### config.mk
export PLATFORM = sky130hd
export DESIGN_NAME = mem_access_ctrl_flat
export DESIGN_NICKNAME = d
export VERILOG_FILES = /design/src/rtl/mem_access_ctrl_pkg.sv /design/src/rtl/mem_access_ctrl_if.sv /design/src/rtl/mem_access_ctrl_req_check.sv /design/src/rtl/mem_access_ctrl.sv /design/src/flat_wrapper.sv
export SDC_FILE = /design/constraint.sdc
export NUM_CORES = 1
export LEC_CHECK = 0
export ABC_AREA = 1
export CAP_MARGIN = 5
export CELL_PAD_IN_SITES_DETAIL_PLACEMENT = 1
export CELL_PAD_IN_SITES_GLOBAL_PLACEMENT = 1
export CORE_ASPECT_RATIO = 2
export CORE_MARGIN = 4
export CORE_UTILIZATION = 28
export DETAILED_ROUTE_END_ITERATION = 16
export HOLD_SLACK_MARGIN = 0.1
export PLACE_DENSITY = 0.82
export SETUP_SLACK_MARGIN = 0.5
export SYNTH_ARGS = -nofsm -noshare
export SYNTH_HDL_FRONTEND = slang
export SYNTH_SLANG_ARGS = --single-unit
### constraint.sdc
create_clock -name clk -period 2.2 [get_ports clk]
set_input_delay 0.33 -clock clk [delete_from_list [all_inputs] [get_ports clk]]
set_output_delay 0.33 -clock clk [all_outputs]
set_load 0.005 [all_outputs]
### src/rtl/mem_access_ctrl_pkg.sv
// Shared constants, state encoding and decode helpers for the data-memory access controller.
// Everything that the checker, the FSM and the bench must agree on lives here.
package mem_access_ctrl_pkg;

    localparam int RAM_AW = 10;

    localparam logic [6:0] OPC_LOAD  = 7'b0000011;
    localparam logic [6:0] OPC_STORE = 7'b0100011;

    localparam logic [2:0] F3_B  = 3'b000;
    localparam logic [2:0] F3_H  = 3'b001;
    localparam logic [2:0] F3_W  = 3'b010;
    localparam logic [2:0] F3_D  = 3'b011;
    localparam logic [2:0] F3_BU = 3'b100;
    localparam logic [2:0] F3_HU = 3'b101;
    localparam logic [2:0] F3_WU = 3'b110;

    typedef enum logic [1:0] {
        ST_IDLE    = 2'd0,
        ST_ISSUE   = 2'd1,
        ST_CAPTURE = 2'd2,
        ST_RESP    = 2'd3
    } state_e;

    // Low address bits that must be zero for a naturally aligned access of this width.
    function automatic logic [2:0] align_mask(input logic [2:0] funct3);
        case (funct3)
            F3_H, F3_HU: return 3'b001;
            F3_W, F3_WU: return 3'b011;
            F3_D:        return 3'b111;
            default:     return 3'b000;
        endcase
    endfunction

    function automatic logic load_f3_legal(input logic [2:0] funct3);
        return funct3 != 3'b111;
    endfunction

    function automatic logic store_f3_legal(input logic [2:0] funct3);
        return funct3[2] == 1'b0;
    endfunction

endpackage

### src/rtl/mem_access_ctrl_if.sv
// Core-side request/response channel of the memory access controller.
// The core is the master; the controller is the slave.
interface mem_access_ctrl_if;

    logic        req_valid;
    logic        req_ready;
    logic [31:0] req_inst;
    logic [63:0] req_addr;
    logic [63:0] req_wdata;

    logic        resp_valid;
    logic        resp_ready;
    logic [63:0] resp_rdata;
    logic        resp_illegal;
    logic        resp_misaligned;
    logic        resp_fault;

    modport master (
        output req_valid,
        output req_inst,
        output req_addr,
        output req_wdata,
        output resp_ready,
        input  req_ready,
        input  resp_valid,
        input  resp_rdata,
        input  resp_illegal,
        input  resp_misaligned,
        input  resp_fault
    );

    modport slave (
        input  req_valid,
        input  req_inst,
        input  req_addr,
        input  req_wdata,
        input  resp_ready,
        output req_ready,
        output resp_valid,
        output resp_rdata,
        output resp_illegal,
        output resp_misaligned,
        output resp_fault
    );

endinterface

### src/rtl/mem_access_ctrl_req_check.sv
// Combinational decode of a memory instruction: load/store class plus the exception flags.
// Flags are mutually exclusive with priority illegal > misaligned > fault.
module mem_req_check
    import mem_access_ctrl_pkg::*;
#(
    parameter int AW = RAM_AW
) (
    input  logic [31:0] inst,
    input  logic [63:0] addr,
    output logic        is_load,
    output logic        is_store,
    output logic        illegal,
    output logic        misaligned,
    output logic        fault
);

    logic [6:0] opcode;
    logic [2:0] funct3;
    logic       legal;
    logic       bad_align;
    logic       out_of_range;

    assign opcode = inst[6:0];
    assign funct3 = inst[14:12];

    always_comb begin
        is_load  = (opcode == OPC_LOAD)  && load_f3_legal(funct3);
        is_store = (opcode == OPC_STORE) && store_f3_legal(funct3);
        legal    = is_load || is_store;
    end

    // Aligned accesses cannot straddle the top of the RAM, so only the high bits matter.
    assign bad_align    = |(addr[2:0] & align_mask(funct3));
    assign out_of_range = |addr[63:AW];

    assign illegal    = !legal;
    assign misaligned = legal && bad_align;
    assign fault      = legal && !bad_align && out_of_range;

endmodule

### src/rtl/mem_access_ctrl.sv
// Sequences one load or store at a time between the core channel and a registered-read data RAM.
// Faulting requests skip the RAM and respond on the cycle after acceptance.
module mem_access_ctrl
    import mem_access_ctrl_pkg::*;
#(
    parameter int RAM_AW = mem_access_ctrl_pkg::RAM_AW
) (
    input  logic              clk,
    input  logic              rst,
    mem_access_ctrl_if.slave  bus,
    output logic              ram_we,
    output logic [31:0]       ram_inst,
    output logic [RAM_AW-1:0] ram_address,
    output logic [63:0]       ram_write_data,
    input  logic [63:0]       ram_read_data
);

    state_e state;
    logic   ready_q;
    logic   we_q;
    logic   accept;

    logic chk_load;
    logic chk_store;
    logic chk_illegal;
    logic chk_misaligned;
    logic chk_fault;

    mem_req_check #(
        .AW (RAM_AW)
    ) u_req_check (
        .inst       (bus.req_inst),
        .addr       (bus.req_addr),
        .is_load    (chk_load),
        .is_store   (chk_store),
        .illegal    (chk_illegal),
        .misaligned (chk_misaligned),
        .fault      (chk_fault)
    );

    // Reset must block acceptance and writes in the very cycle it is asserted.
    assign bus.req_ready = ready_q & ~rst;
    assign ram_we        = we_q & ~rst;
    assign accept        = bus.req_valid & bus.req_ready;

    always_ff @(posedge clk) begin
        if (rst) begin
            state               <= ST_IDLE;
            ready_q             <= 1'b1;
            we_q                <= 1'b0;
            ram_inst            <= '0;
            ram_address         <= '0;
            ram_write_data      <= '0;
            bus.resp_valid      <= 1'b0;
            bus.resp_rdata      <= '0;
            bus.resp_illegal    <= 1'b0;
            bus.resp_misaligned <= 1'b0;
            bus.resp_fault      <= 1'b0;
        end else begin
            case (state)
                ST_IDLE: begin
                    if (accept) begin
                        ready_q <= 1'b0;
                        if (chk_illegal || chk_misaligned || chk_fault) begin
                            state               <= ST_RESP;
                            bus.resp_valid      <= 1'b1;
                            bus.resp_rdata      <= '0;
                            bus.resp_illegal    <= chk_illegal;
                            bus.resp_misaligned <= chk_misaligned;
                            bus.resp_fault      <= chk_fault;
                        end else begin
                            state          <= ST_ISSUE;
                            we_q           <= chk_store;
                            ram_inst       <= bus.req_inst;
                            ram_address    <= bus.req_addr[RAM_AW-1:0];
                            ram_write_data <= bus.req_wdata;
                        end
                    end
                end

                ST_ISSUE: begin
                    we_q <= 1'b0;
                    if (we_q) begin
                        state          <= ST_RESP;
                        bus.resp_valid <= 1'b1;
                        bus.resp_rdata <= '0;
                        ram_inst       <= '0;
                        ram_address    <= '0;
                        ram_write_data <= '0;
                    end else begin
                        state <= ST_CAPTURE;
                    end
                end

                ST_CAPTURE: begin
                    state          <= ST_RESP;
                    bus.resp_valid <= 1'b1;
                    bus.resp_rdata <= ram_read_data;
                    ram_inst       <= '0;
                    ram_address    <= '0;
                    ram_write_data <= '0;
                end

                ST_RESP: begin
                    if (bus.resp_ready) begin
                        state               <= ST_IDLE;
                        ready_q             <= 1'b1;
                        bus.resp_valid      <= 1'b0;
                        bus.resp_rdata      <= '0;
                        bus.resp_illegal    <= 1'b0;
                        bus.resp_misaligned <= 1'b0;
                        bus.resp_fault      <= 1'b0;
                    end
                end

                default: begin
                    state   <= ST_IDLE;
                    ready_q <= 1'b1;
                    we_q    <= 1'b0;
                end
            endcase
        end
    end

endmodule

### src/flat_wrapper.sv
// flat-port wrapper written by rule: the top's interface ports become plain ports
module mem_access_ctrl_flat import mem_access_ctrl_pkg::*;
#(
    parameter int RAM_AW = mem_access_ctrl_pkg::RAM_AW
)
  (clk, rst, ram_we, ram_inst, ram_address, ram_write_data, ram_read_data, bus_req_valid, bus_req_inst, bus_req_addr, bus_req_wdata, bus_resp_ready, bus_req_ready, bus_resp_valid, bus_resp_rdata, bus_resp_illegal, bus_resp_misaligned, bus_resp_fault);
  mem_access_ctrl_if bus_i ();
  input  logic clk;
  input  logic rst;
  output logic ram_we;
  output logic [31:0] ram_inst;
  output logic [RAM_AW-1:0] ram_address;
  output logic [63:0] ram_write_data;
  input  logic [63:0] ram_read_data;
  input wire logic [$bits(bus_i.req_valid)-1:0] bus_req_valid;
  input wire logic [$bits(bus_i.req_inst)-1:0] bus_req_inst;
  input wire logic [$bits(bus_i.req_addr)-1:0] bus_req_addr;
  input wire logic [$bits(bus_i.req_wdata)-1:0] bus_req_wdata;
  input wire logic [$bits(bus_i.resp_ready)-1:0] bus_resp_ready;
  output wire logic [$bits(bus_i.req_ready)-1:0] bus_req_ready;
  output wire logic [$bits(bus_i.resp_valid)-1:0] bus_resp_valid;
  output wire logic [$bits(bus_i.resp_rdata)-1:0] bus_resp_rdata;
  output wire logic [$bits(bus_i.resp_illegal)-1:0] bus_resp_illegal;
  output wire logic [$bits(bus_i.resp_misaligned)-1:0] bus_resp_misaligned;
  output wire logic [$bits(bus_i.resp_fault)-1:0] bus_resp_fault;
  assign bus_i.req_valid = bus_req_valid;
  assign bus_i.req_inst = bus_req_inst;
  assign bus_i.req_addr = bus_req_addr;
  assign bus_i.req_wdata = bus_req_wdata;
  assign bus_i.resp_ready = bus_resp_ready;
  assign bus_req_ready = bus_i.req_ready;
  assign bus_resp_valid = bus_i.resp_valid;
  assign bus_resp_rdata = bus_i.resp_rdata;
  assign bus_resp_illegal = bus_i.resp_illegal;
  assign bus_resp_misaligned = bus_i.resp_misaligned;
  assign bus_resp_fault = bus_i.resp_fault;
  mem_access_ctrl #(.RAM_AW(RAM_AW)) u_core (.clk(clk), .rst(rst), .bus(bus_i), .ram_we(ram_we), .ram_inst(ram_inst), .ram_address(ram_address), .ram_write_data(ram_write_data), .ram_read_data(ram_read_data));
endmodule
== After elaboration in Yosys (flattened, before gate mapping) ==
Cells that the tools add are included.

* Register bits after elaboration: 178
* Input port bits: 228
* Output and inout port bits: 176
* Word-level logic and storage cells: 99

* Equal/unequal tests: 16
* Multiplexer cells: 42
* Bitwise operators: 6
* Reduce and logical (&&, ||, !) cells: 24

{| class="wikitable"
|+ Operators with widths
! operator !! count
|-
| two-way mux 64 bit || 6
|-
| case mux 64 bit (4 select lines) || 1
|-
| case mux 64 bit (3 select lines) || 1
|-
| two-way mux 32 bit || 3
|-
| case mux 32 bit (3 select lines) || 1
|-
| OR reduction 54 bit || 1
|-
| two-way mux 10 bit || 3
|-
| case mux 10 bit (3 select lines) || 1
|-
| two-way mux 1 bit || 15
|-
| AND reduction 4 bit || 3
|-
| case mux 1 bit (2 select lines) || 5
|-
| case mux 3 bit (3 select lines) || 1
|-
| case mux 2 bit (4 select lines) || 1
|-
| equality test 7 x 2 -> 1 bit (second input constant) || 1
|-
| equality test 7 x 6 -> 1 bit (second input constant) || 1
|-
| equality test 3 x 2 -> 1 bit (second input constant) || 2
|-
| equality test 3 bit (second input constant) || 2
|-
| two-way mux 2 bit || 3
|-
| inequality test 2 x 1 -> 1 bit (second input constant) || 3
|-
| AND reduction 3 bit || 2
|-
| logical AND 1 bit || 5
|-
| equality test 2 bit (second input constant) || 2
|-
| inequality test 2 bit (second input constant) || 2
|-
| case mux 1 bit (4 select lines) || 1
|-
| other kinds (14) || 22
|}

== Depth between registers and ports, before layout ==
* Depth in word-level cells: 12
* Depth in mapped cells: 14
* Gate-level depth less buffers: 12

== Hierarchy ==
A second synthesis with hierarchy kept.

* Cells, all modules: 1403
* Area, all modules: 8710.9 um2

{| class="wikitable"
|+ By module, submodules not included
! module !! times used !! cells each !! area each (um2) !! seq. area each (um2)
|-
| mem_access_ctrl || 1 || 1329 || 8390.5 || 3563.4
|-
| mem_req_check || 1 || 74 || 320.3 || 0.0
|}

== Worst setup path before layout ==
OpenSTA, ideal clock, no wires.

* Path type: reg-to-reg
* Start point: register u_core.state[1]
* End point: register u_core.ram_inst[20]
* Setup time: 110 ps
* Data arrival time: 1730 ps
* Required time: 2090 ps
* Slack: 360 ps
* Cell stages (with the launch flop): 10
* Path buffers: 2
* Period minus slack after synthesis: 1840 ps
* Cells stage by stage: dfxtp_1 inv_1 ha_1 nand2_1 a21boi_0 clkbuf_1 buf_2 nand4_1 nand2_1 nor2_1

* Word-level cells in the longest chain between the ends: 3
* Elaborated cells between the ends (all ways): 9
* Classes of those cells: eq/ne: 5; mux: 1; reduce/logical: 3

{| class="wikitable"
|+ Ends and longest elaborated chain
! what !! RTL line !! source
|-
| start: declaration || mem_access_ctrl.sv:18 || <nowiki>state_e state;</nowiki>
|-
| start signal: assignment || mem_access_ctrl.sv:48 || <nowiki>state <= ST_IDLE;</nowiki>
|-
| start signal: assignment || mem_access_ctrl.sv:65 || <nowiki>state <= ST_RESP;</nowiki>
|-
| start signal: assignment || mem_access_ctrl.sv:72 || <nowiki>state <= ST_ISSUE;</nowiki>
|-
| equality test 2 x 1 -> 1 bit (tied with other cells) || mem_access_ctrl.sv:60 || <nowiki>case (state)</nowiki>
|-
| inequality test 2 x 1 -> 1 bit (no source line) (tied with other cells) || n/a ||
|-
| AND reduction 4 bit (no source line) || n/a ||
|-
| end signal: assignment || mem_access_ctrl.sv:74 || <nowiki>ram_inst <= bus.req_inst;</nowiki>
|-
| end: declaration || mem_access_ctrl.sv:12 || <nowiki>output logic [31:0] ram_inst,</nowiki>
|}

Several ways; a longest one is shown, not always the timed one.
A chain may end at the register's enable or synchronous reset.

== Worst setup path after layout ==
* Start point: input bus_req_addr[48]
* End point: register u_core.bus.resp_rdata[1]

* Word-level cells in the longest chain between the ends: 5

{| class="wikitable"
|+ Ends and longest elaborated chain
! what !! RTL line !! source
|-
| start: declaration || flat_wrapper.sv:17 || <nowiki>input wire logic [$bits(bus_i.req_addr)-1:0] bus_req_addr;</nowiki>
|-
| OR reduction 54 bit || mem_access_ctrl_req_check.sv:34 || <nowiki>assign out_of_range = |addr[63:AW];</nowiki>
|-
| logical AND 1 bit || mem_access_ctrl_req_check.sv:38 || <nowiki>assign fault = legal && !bad_align && out_of_range;</nowiki>
|-
| logical OR 1 bit || mem_access_ctrl.sv:64 || <nowiki>if (chk_illegal || chk_misaligned || chk_fault) begin</nowiki>
|-
| inequality test 2 x 1 -> 1 bit (no source line) || n/a ||
|-
| AND reduction 4 bit (no source line) || n/a ||
|-
| end signal: assignment || mem_access_ctrl.sv:98 || <nowiki>bus.resp_rdata <= ram_read_data;</nowiki>
|-
| end: declaration || mem_access_ctrl_if.sv:40 || <nowiki>output resp_rdata,</nowiki>
|}

Every way passes these cells.

==> impl_metrics.tcl <==
set metrics [dict create \
    outcome "finished, final reports clean" \
    crit_top_cell "nand2_1" \
    clockRootBuffer "clkbuf_16" \
    core.rowCount 94 \
    antenna_found_initial 10 \
    drv_cap 0 \
    syn_area_per_cell_um2 5.89 \
    synth_warnings 0 \
    wire_per_inst_um 18.7 \
    setup_tns_ns 0 \
    syn-num-nets 1833 \
    start_util 0.285 \
    max_freq_ghz 0.565 \
    synth-edff-count 0 \
    core_um2 33000 \
    synth_ff_type "dfxtp_1" \
    die_area_um2 36800 \
    worstPathCellList "buf_2 > nor2_4 > nand2_1 > nor2_1 > nand2_1 > nor2_4 > buf_6 > nand4_1 > buf_4 > nand3_4 > buf_6 > buf_4 > buf_8 > nand2_1 > inv_1 > nor2_2" \
    p_total_mw 25.1 \
    cts_buffer_depth 2 \
    cts_sinks 178 \
    wl_mm 46.3 \
    htree_levels 4 \
    layout_min_cycle_time_ns 1.77 \
    critPathMaxStageDelay_ns 0.19 \
    cp-end-kind "flop" \
    finalClockSkew_ns 0.00850 \
    clkTransAtPathRegs_ns 0.07 \
    p_leak_nw 8.76 \
    dieWidth_um 138 \
    setup_viol 0 \
    slew_violations 0 \
    drt_iter0_markers 376 \
    dr.pass1.iters 5 \
    synth-seq-cells 178 \
    worst_ep_arrival_time_ns 2.12 \
    async_reset_ff_frac 0 \
    yosysSeqAreaShare 0.378 \
    crit_start "bus_req_addr[48]" \
    syn_to_final_growth_pct 69.5 \
    nets 2261 \
    tightest_slew_ns 0.461 \
    synth_area_um2 9430 \
    clock_latency_ns 0.45 \
    grt_usage 0.231 \
    gr-total-overflow 0 \
    cts_tree "done" \
    grtUsageMet2 0.451 \
    r2r-start "u_core.state[1]" \
    ir_worst_vdd_v 0.000814 \
    grt_pass1_wl_mm 65.0 \
    r2r_slack_ns 0.43 \
    hpwl_mm 31.9 \
    worstPathMaxFanout 7 \
    gp_congestion 0.864 \
    syn_inst 1601 \
    layout-drive-gt1-share 0.138 \
    portBuffers 403 \
    drc 0 \
    cts_hold_buf 0 \
    fin_crit_sh 0.805 \
    slowest_stage "nor2_4" \
    min_from "bus_req_inst[2]" \
    drtAntennaViolNets 0 \
    gr-usage-met3 0.0466 \
    via_per_inst 4.61 \
    busiest_layer "met2" \
    rsz0062_at_grt "true" \
    grt_max_degree 63 \
    use_met1 0.216 \
    maxSlewHeadroom 0.693 \
    die_h_um 268 \
    cts_made_buffers 17 \
    startpoint_type "input pin" \
    via_count 11453 \
    required_ns 2.55 \
    hold_class "in2reg" \
    grt_pass1_vias 11986 \
    pin_count 404 \
    worstSetupPathType "in2reg" \
    finalHoldViolCount 0 \
    synth_cell_type_count 24 \
    p_per_area_nw_per_um2 1570 \
]
metrics by stage:
stage / utilization / cell area (um2) / setup WS [ns] / hold WS [ns] / std cells
final: 0.484 / 16000 / 0.429 / 0.291 / 2483
after global routing: 0.483 / 16000 / 0.337 / 0.317 / 2482
after CTS: 0.465 / 15400 / 0.453 / 0.314 / 2462
after detailed placement: 0.430 / 14200 / -0.442 / 0.468 / 2394
after global placement: 0.430 / 14200 / -0.402 / 0.468 / 2394
after floorplan: - / 9450 / 0.490 / 0.399 / 1601
report_power, final:
| part | switching, mW | internal (mW) |
|---|---|---|
| registers | 0.792 | 4.71 |
| clock network | 1.43 | 1.86 |
| logic | 8.77 | 7.52 |
critical path, delay by kind of cell:
kind	cells	cell delay [ns]
AND/OR/NAND/NOR	9	0.87
buffers and inverters	7	0.91
synth_stat cells, drive strengths merged (4+ instances only):
| master | number | area share |
|---|---|---|
| nand2 | 516 | 0.21 |
| inv | 355 | 0.14 |
| nor2 | 294 | 0.12 |
| dfxtp | 178 | 0.38 |
| nand4 | 128 | 0.085 |
| buf | 52 | 0.032 |
| clkbuf | 48 | 0.019 |
| nand3 | 9 | 0.0058 |
| a21oi | 8 | 0.0042 |
| ha | 4 | 0.0053 |
| o21ai | 4 | 0.0021 |
final timing paths:
check | to | depth (start not counted)
worst min register to register | u_core.bus.resp_misaligned | 2
worst max register to register | u_core.bus.resp_rdata[60] | 12
worst min-delay path | u_core.ram_inst[2] | 5
worst max-delay path | u_core.bus.resp_rdata[1] | 16
registers in the layout, indices dropped and copies added (netlist names):
name / count
u_core.ram_inst: 32
u_core.bus.resp_misaligned: 1
u_core.ready_q: 1
u_core.bus.resp_illegal: 1
u_core.bus.resp_valid: 1
u_core.ram_write_data: 64
u_core.ram_address: 10
u_core.bus.resp_rdata: 64
u_core.we_q: 1
u_core.bus.resp_fault: 1
u_core.state: 2
cell type report:
cell class	instances	area, um2
diodes	9	22.5
clock buffers	21	460
clock inverters	11	150
fillers	4249	17100
inverters	356	1350
multi-input cells	967	4410
flip-flops and latches	178	3580
well taps	432	541
repair buffers	509	5470
per-layer routing:
layer	part of all wire	vias to the layer above
met5	0.00017	-
met4	0.054	2
met3	0.046	113
met2	0.57	353
met1	0.33	5444
li1	-	5541
cell families (layout without fill, tap and decap cells):
kind of cell,count (synthesis),after routing,share of synthesized area
simple gates,948,948,0.415
buf+inv,456,897,0.193
fa+ha+maj,4,4,0.00531
other cells,0,9,0
flops,178,178,0.378
compound gates,15,15,0.00889
cell usage in the layout, fill, tap and decap left out, types with 6 or more instances in the layout:
cell type / count
nand2_1: 495
inv_1: 342
nor2_1: 254
clkdlybuf4s50_1: 253
dfxtp_1: 172
nand4_1: 128
dlygate4sd2_1: 51
buf_2: 42
dlymetal6s2s_1: 42
buf_4: 41
buf_12: 28
clkbuf_16: 27
nor2_2: 26
nor2_4: 14
buf_6: 12
nand2_4: 11
nand2_2: 10
diode_2: 9
inv_2: 9
buf_16: 8
clkbuf_2: 7
a21oi_1: 6
clkdlybuf4s15_1: 6
buf_8: 6
repair_timing:
action,CTS,global route
setup endpoints to repair,219,222
resized for setup,300,140
gates cloned,11,10
buffers inserted,25,2
pin swaps,72,62
(Power assumes the default switching activity.)
